--- config.mk ---
export PLATFORM = sky130hd
export DESIGN_NAME = act_line_feeder
export DESIGN_NICKNAME = d
export VERILOG_FILES = /design/src/rtl/act_line_feeder.sv
export SDC_FILE = /design/constraint.sdc
export NUM_CORES = 1
export LEC_CHECK = 0
export BUFFER_PORTS_ARGS = -buffer_cell sky130_fd_sc_hd__buf_2
export CORE_MARGIN = 2
export CORE_UTILIZATION = 56
export DETAILED_ROUTE_END_ITERATION = 10
export PLACE_DENSITY_LB_ADDON = 0.1
export SLEW_MARGIN = 20
export SYNTH_ARGS = -nofsm -noshare
export SYNTH_HDL_FRONTEND = slang
export SYNTH_SLANG_ARGS = --single-unit
--- constraint.sdc ---
create_clock -name clk -period 3.23 [get_ports clk]
set_clock_uncertainty 0.2 [all_clocks]
set_input_delay 0.4845 -clock clk [delete_from_list [all_inputs] [get_ports clk]]
set_output_delay 0.4845 -clock clk [all_outputs]
set_load 0.01 [all_outputs]
--- src/rtl/act_line_feeder.sv ---
// Line feeder for the depthwise kernel cell: buffers DIMY-1 rows and emits packed vertical columns.
// Define ACT_LINE_FEEDER_PAD_EN to zero-pad the top rows and emit columns during FILL.
module act_line_feeder #(
    parameter int DATA_WIDTH = 8,
    parameter int DIMX       = 3,
    parameter int DIMY       = 3,
    parameter int IMG_W      = 32,
    parameter int IMG_H      = 32,
    parameter int COL_W      = $clog2(IMG_W),
    parameter int ROW_W      = $clog2(IMG_H)
) (
    input  logic                       clk,
    input  logic                       reset,
    input  logic                       in_valid,
    output logic                       in_ready,
    input  logic [DATA_WIDTH-1:0]      in_data,
    output logic [DIMY*DATA_WIDTH-1:0] act_data,
    output logic                       act_valid,
    output logic [ROW_W-1:0]           row_idx,
    output logic [COL_W-1:0]           col_idx,
    output logic                       frame_done
);

`ifdef ACT_LINE_FEEDER_PAD_EN
    localparam bit PAD_EN = 1'b1;
`else
    localparam bit PAD_EN = 1'b0;
`endif

    localparam int LB_N  = (DIMY > 1) ? DIMY - 1 : 1;
    localparam int GAP_W = (DIMX > 2) ? $clog2(DIMX - 1) : 1;

    // state  | meaning
    // IDLE   | waiting for pixel (0,0)
    // FILL   | priming line buffers, rows 0..DIMY-2
    // STREAM | emitting full columns
    // GAP    | DIMX-1 flush cycles between rows
    // DONE   | frame complete pulse
    typedef enum logic [2:0] {IDLE, FILL, STREAM, GAP, DONE} state_t;

    state_t                    state, state_nxt;
    logic [COL_W-1:0]          col;
    logic [ROW_W-1:0]          row;
    logic [GAP_W-1:0]          gap_cnt;
    logic                      accept;
    logic                      last_col;
    logic                      last_row;
    logic                      row_emits;
    logic                      out_valid_nxt;
    logic [DIMY*DATA_WIDTH-1:0] col_word;
    logic [DATA_WIDTH-1:0]     lb [LB_N][IMG_W];

    assign in_ready   = ~reset & (state == IDLE || state == FILL || state == STREAM);
    assign frame_done = (state == DONE);
    assign accept     = in_valid & in_ready;
    assign last_col   = (col == COL_W'(IMG_W - 1));
    assign last_row   = (row == ROW_W'(IMG_H - 1));
    assign row_emits  = PAD_EN || (int'(row) >= DIMY - 1);
    assign out_valid_nxt = accept & row_emits;

    always_comb begin
        state_nxt = state;
        case (state)
            IDLE: begin
                if (accept)
                    state_nxt = (DIMY == 1) ? STREAM : FILL;
            end
            FILL, STREAM: begin
                if (accept && last_col) begin
                    if (last_row)
                        state_nxt = DONE;
                    else if (row_emits && DIMX > 1)
                        state_nxt = GAP;
                    else
                        state_nxt = (int'(row) >= DIMY - 2) ? STREAM : FILL;
                end
            end
            GAP: begin
                // row has already advanced to the row about to start
                if (gap_cnt == '0)
                    state_nxt = (int'(row) >= DIMY - 1) ? STREAM : FILL;
            end
            DONE:    state_nxt = IDLE;
            default: state_nxt = IDLE;
        endcase
    end

    always_comb begin
        col_word = '0;
        col_word[DATA_WIDTH-1:0] = in_data;
        for (int k = 1; k < DIMY; k++) begin
            if (!PAD_EN || int'(row) >= k)
                col_word[k*DATA_WIDTH +: DATA_WIDTH] = lb[k-1][col];
        end
    end

    always_ff @(posedge clk) begin
        if (accept) begin
            lb[0][col] <= in_data;
            for (int k = 1; k < LB_N; k++)
                lb[k][col] <= lb[k-1][col];
        end
    end

    always_ff @(posedge clk or posedge reset) begin
        if (reset) begin
            state     <= IDLE;
            col       <= '0;
            row       <= '0;
            gap_cnt   <= '0;
            act_data  <= '0;
            act_valid <= 1'b0;
            row_idx   <= '0;
            col_idx   <= '0;
        end else begin
            state <= state_nxt;
            if (state == DONE) begin
                col <= '0;
                row <= '0;
            end else if (accept) begin
                if (last_col) begin
                    col <= '0;
                    row <= last_row ? '0 : row + ROW_W'(1);
                end else begin
                    col <= col + COL_W'(1);
                end
            end
            if (state_nxt == GAP && state != GAP)
                gap_cnt <= GAP_W'(DIMX - 2);
            else if (state == GAP)
                gap_cnt <= gap_cnt - GAP_W'(1);
            act_valid <= out_valid_nxt;
            act_data  <= out_valid_nxt ? col_word : '0;
            if (out_valid_nxt) begin
                row_idx <= row;
                col_idx <= col;
            end
        end
    end

endmodule
==> impl_metrics.tcl <==
set metrics [dict create \
    area_growth_pct 15.43 \
    cellPowerDensity_nw_per_um2 865.4 \
    cts_made_buffers 55 \
    reg2reg_slack_ns 0.22 \
    clockPowerShare_pct 29.4 \
    yosys-top-cells-area "edfxtp_1 70%, mux4_2 6.0%, dfrtp_1 5.6%" \
    finalHoldViolCount 0 \
    leakage_nw 8.775 \
    required_ns 3.36 \
    slew_headroom_pct 47.20 \
    grt_pass1_vias 11620 \
    fin_crit_sh_pct 93.34 \
    nets 1352 \
    reg2regPathDepth 7 \
    dp.cells 1792 \
    yosys_warnings 0 \
    switchingPower_mw 6.649 \
    seq_power_share_pct 43.6 \
    cts_root_buf "clkbuf_16" \
    row_count 72 \
    die_w_um 202.2 \
    tightestPinTransition_ns 0.7920 \
    dp_hpwl_um 35050 \
    io_pins 48 \
    slew_viol_final 0 \
    cts_buffer_depth 3 \
    p_int_mw 15.32 \
    fp.dieH_um 202.2 \
    critPathKind "reg2reg" \
    hold_class "in2reg" \
    fmax_ghz 0.3317 \
    seq_area_frac_synth_pct 75.47 \
    power_mw 21.97 \
    drive_gt1_share_pct 26.04 \
    grt_use_total_pct 27.44 \
    stdcell_count 1893 \
    overflow 0 \
    vias_per_cell 6.171 \
    final_common_cell "edfxtp_1" \
    drtAntennaViolNets 0 \
    syn_area_per_cell_um2 18.77 \
    crit_end "lb[0][379]" \
    multi_input_area_um2 4951 \
    wl_um 54630 \
    die_area_um2 40880 \
    num_antenna_cells 0 \
    portBuffers 47 \
    drtIter0Drc 1243 \
    firstDrtPassIters 7 \
    cp-end-kind "register" \
    netlist_instances 1172 \
    cp.arrival_ns 3.15 \
    synth_seq_cells 561 \
    post-route-min-period_ns 3.015 \
    final.setup.tns_ns 0 \
    synthArstFlopShare_pct 8.734 \
    initial_utilization_pct 56.78 \
    drc 0 \
    cap_viol_max_count 0 \
    hold_ws_ns 0.2350 \
    grt_max_degree 50 \
    cts_tree "built" \
    antenna_found_initial 1 \
    finalWorstSetupSlack_ns 0.2152 \
    insertion_delay_ns 0.61 \
    avgRoutedWirePerCell_um 28.86 \
    fill_cells 2653 \
    pre_cts_slack_ns 0.2530 \
    synth-edff-count 512 \
    outcome "completed" \
    ys_types 67 \
    worst_ir_drop_vdd_v 0.0005792 \
    rr_endpoint "lb[0][379]" \
    synth_area_um2 22000 \
    yosysTopAreaCell "edfxtp_1" \
    synth_top_area_share_pct 69.90 \
    startpoint "col[0]" \
    htreeDepth 2 \
    core_um2 38740 \
    path_max_fanout 38 \
    seq_area_um2 16610 \
    synth_nets 1192 \
    r2r-start "col[0]" \
    postCtsSetupRepairBufs 0 \
    gp_congestion 0.8312 \
    cts.sinks 561 \
    ys.flop_type "edfxtp_1" \
    grt_pass1_wl_um 79450 \
    rsz0062_at_grt "false" \
    ctsHoldBuffers 1 \
    vias 11680 \
    p_sw_share_pct 30.26 \
    startpoint_type "register" \
    layout_common_cells "512 x edfxtp_1, 110 x buf_4, 87 x mux2i_1" \
    setup_viol 0 \
    cts_resized 0 \
    worst_setup_hold_path_clk_slew_ns 0.06 \
    power_frac_comb_pct 27.0 \
    hold_depth 3 \
]
## routing by layer
metal	vias to the layer above	wire length, um	track usage [%]
met5	-	0	0
met4	0	1500	8.107
met3	86	5089	5.885
met2	551	25730	42.60
met1	5999	22310	39.85
li1	5045	-	-
## flip-flops by register name (all words and copies together), names as in the netlist
signal	cells
row	5
col_idx	5
act_data	24
gap_cnt	1
col	5
state	3
act_valid	1
row_idx	5
lb	512
## how the worst min path moves through the flow
stage | start | endpoint | slack, ns
after CTS | in_valid | state[2] | 0.21
after floorplan | row[3] | row_idx[3] | 0.28
after detailed placement | col_idx[2] | col_idx[2] | 0.26
final | in_valid | state[2] | 0.24
after global routing | in_valid | state[2] | 0.23
after global placement | col_idx[2] | col_idx[2] | 0.25
## power groups by stage
stage                     sequential, mW  clock [mW]  combinational (mW)
after floorplan                     9.63           0                3.67
after global placement              9.71           0                5.83
after detailed placement            9.73           0                5.92
after CTS                           9.58        6.55                5.92
after global routing                9.60        6.83                6.28
final                               9.58        6.46                5.93
## kinds of logic (layout without fill, tap and decap cells)
| logic type | after synthesis | after routing | synth area share [%] |
|---|---|---|---|
| buf+inv | 75 | 278 | 2.110 |
| fa+ha+maj | 9 | 9 | 0.5120 |
| simple gates | 206 | 206 | 4.915 |
| compound gates | 133 | 133 | 4.113 |
| mux | 186 | 186 | 12.80 |
| flops | 561 | 561 | 75.47 |
| xor+xnor | 2 | 2 | 0.07965 |
## Yosys cell counts, types with 3 or more instances
cell type	count
a211oi_1	9
a21oi_1	14
a22oi_1	12
a31oi_1	7
and2_1	21
and3_1	4
buf_1	3
buf_2	20
buf_4	23
buf_6	5
clkbuf_1	14
dfrtp_1	49
edfxtp_1	512
ha_1	9
inv_1	6
mux2_2	29
mux2i_1	87
mux4_1	11
mux4_2	59
nand2_1	52
nand2b_1	5
nand3_1	9
nand4_1	7
nand4b_1	3
nor2_1	51
nor2b_1	9
nor3_1	13
nor4_1	3
o21ai_0	12
o22ai_1	53
o32ai_1	3
or3_1	5
or4_1	8
or4b_1	3
## cell type report
cell class	instances	share of cell area (%)
sequential	561	65.42
multi-input combinational	536	19.50
clock buffer	70	5.845
timing repair buffer	171	5.243
tap	518	2.553
clock inverter	30	1.335
inverter	7	0.1035
## per-stage QoR
| step | cell area (um^2) | util, % |
|---|---|---|
| 3_5_place_dp | 23560 | 60.81 |
| 6_report | 25390 | 65.54 |
| 2_1_floorplan | 22010 | - |
| 4_1_cts | 25390 | 65.54 |
| 3_3_place_gp | 23560 | 60.81 |
| 5_1_grt | 25390 | 65.54 |
## critical path, stage by stage (launching register included)
cell and delay (ns):
dfrtp_4 0.64, buf_12 0.31, or4bb_1 0.27, o22ai_1 0.10
or3_1 0.43, a31oi_1 0.34, nand3_1 0.18, buf_4 0.23
Power figures use the tool's default switching activity.
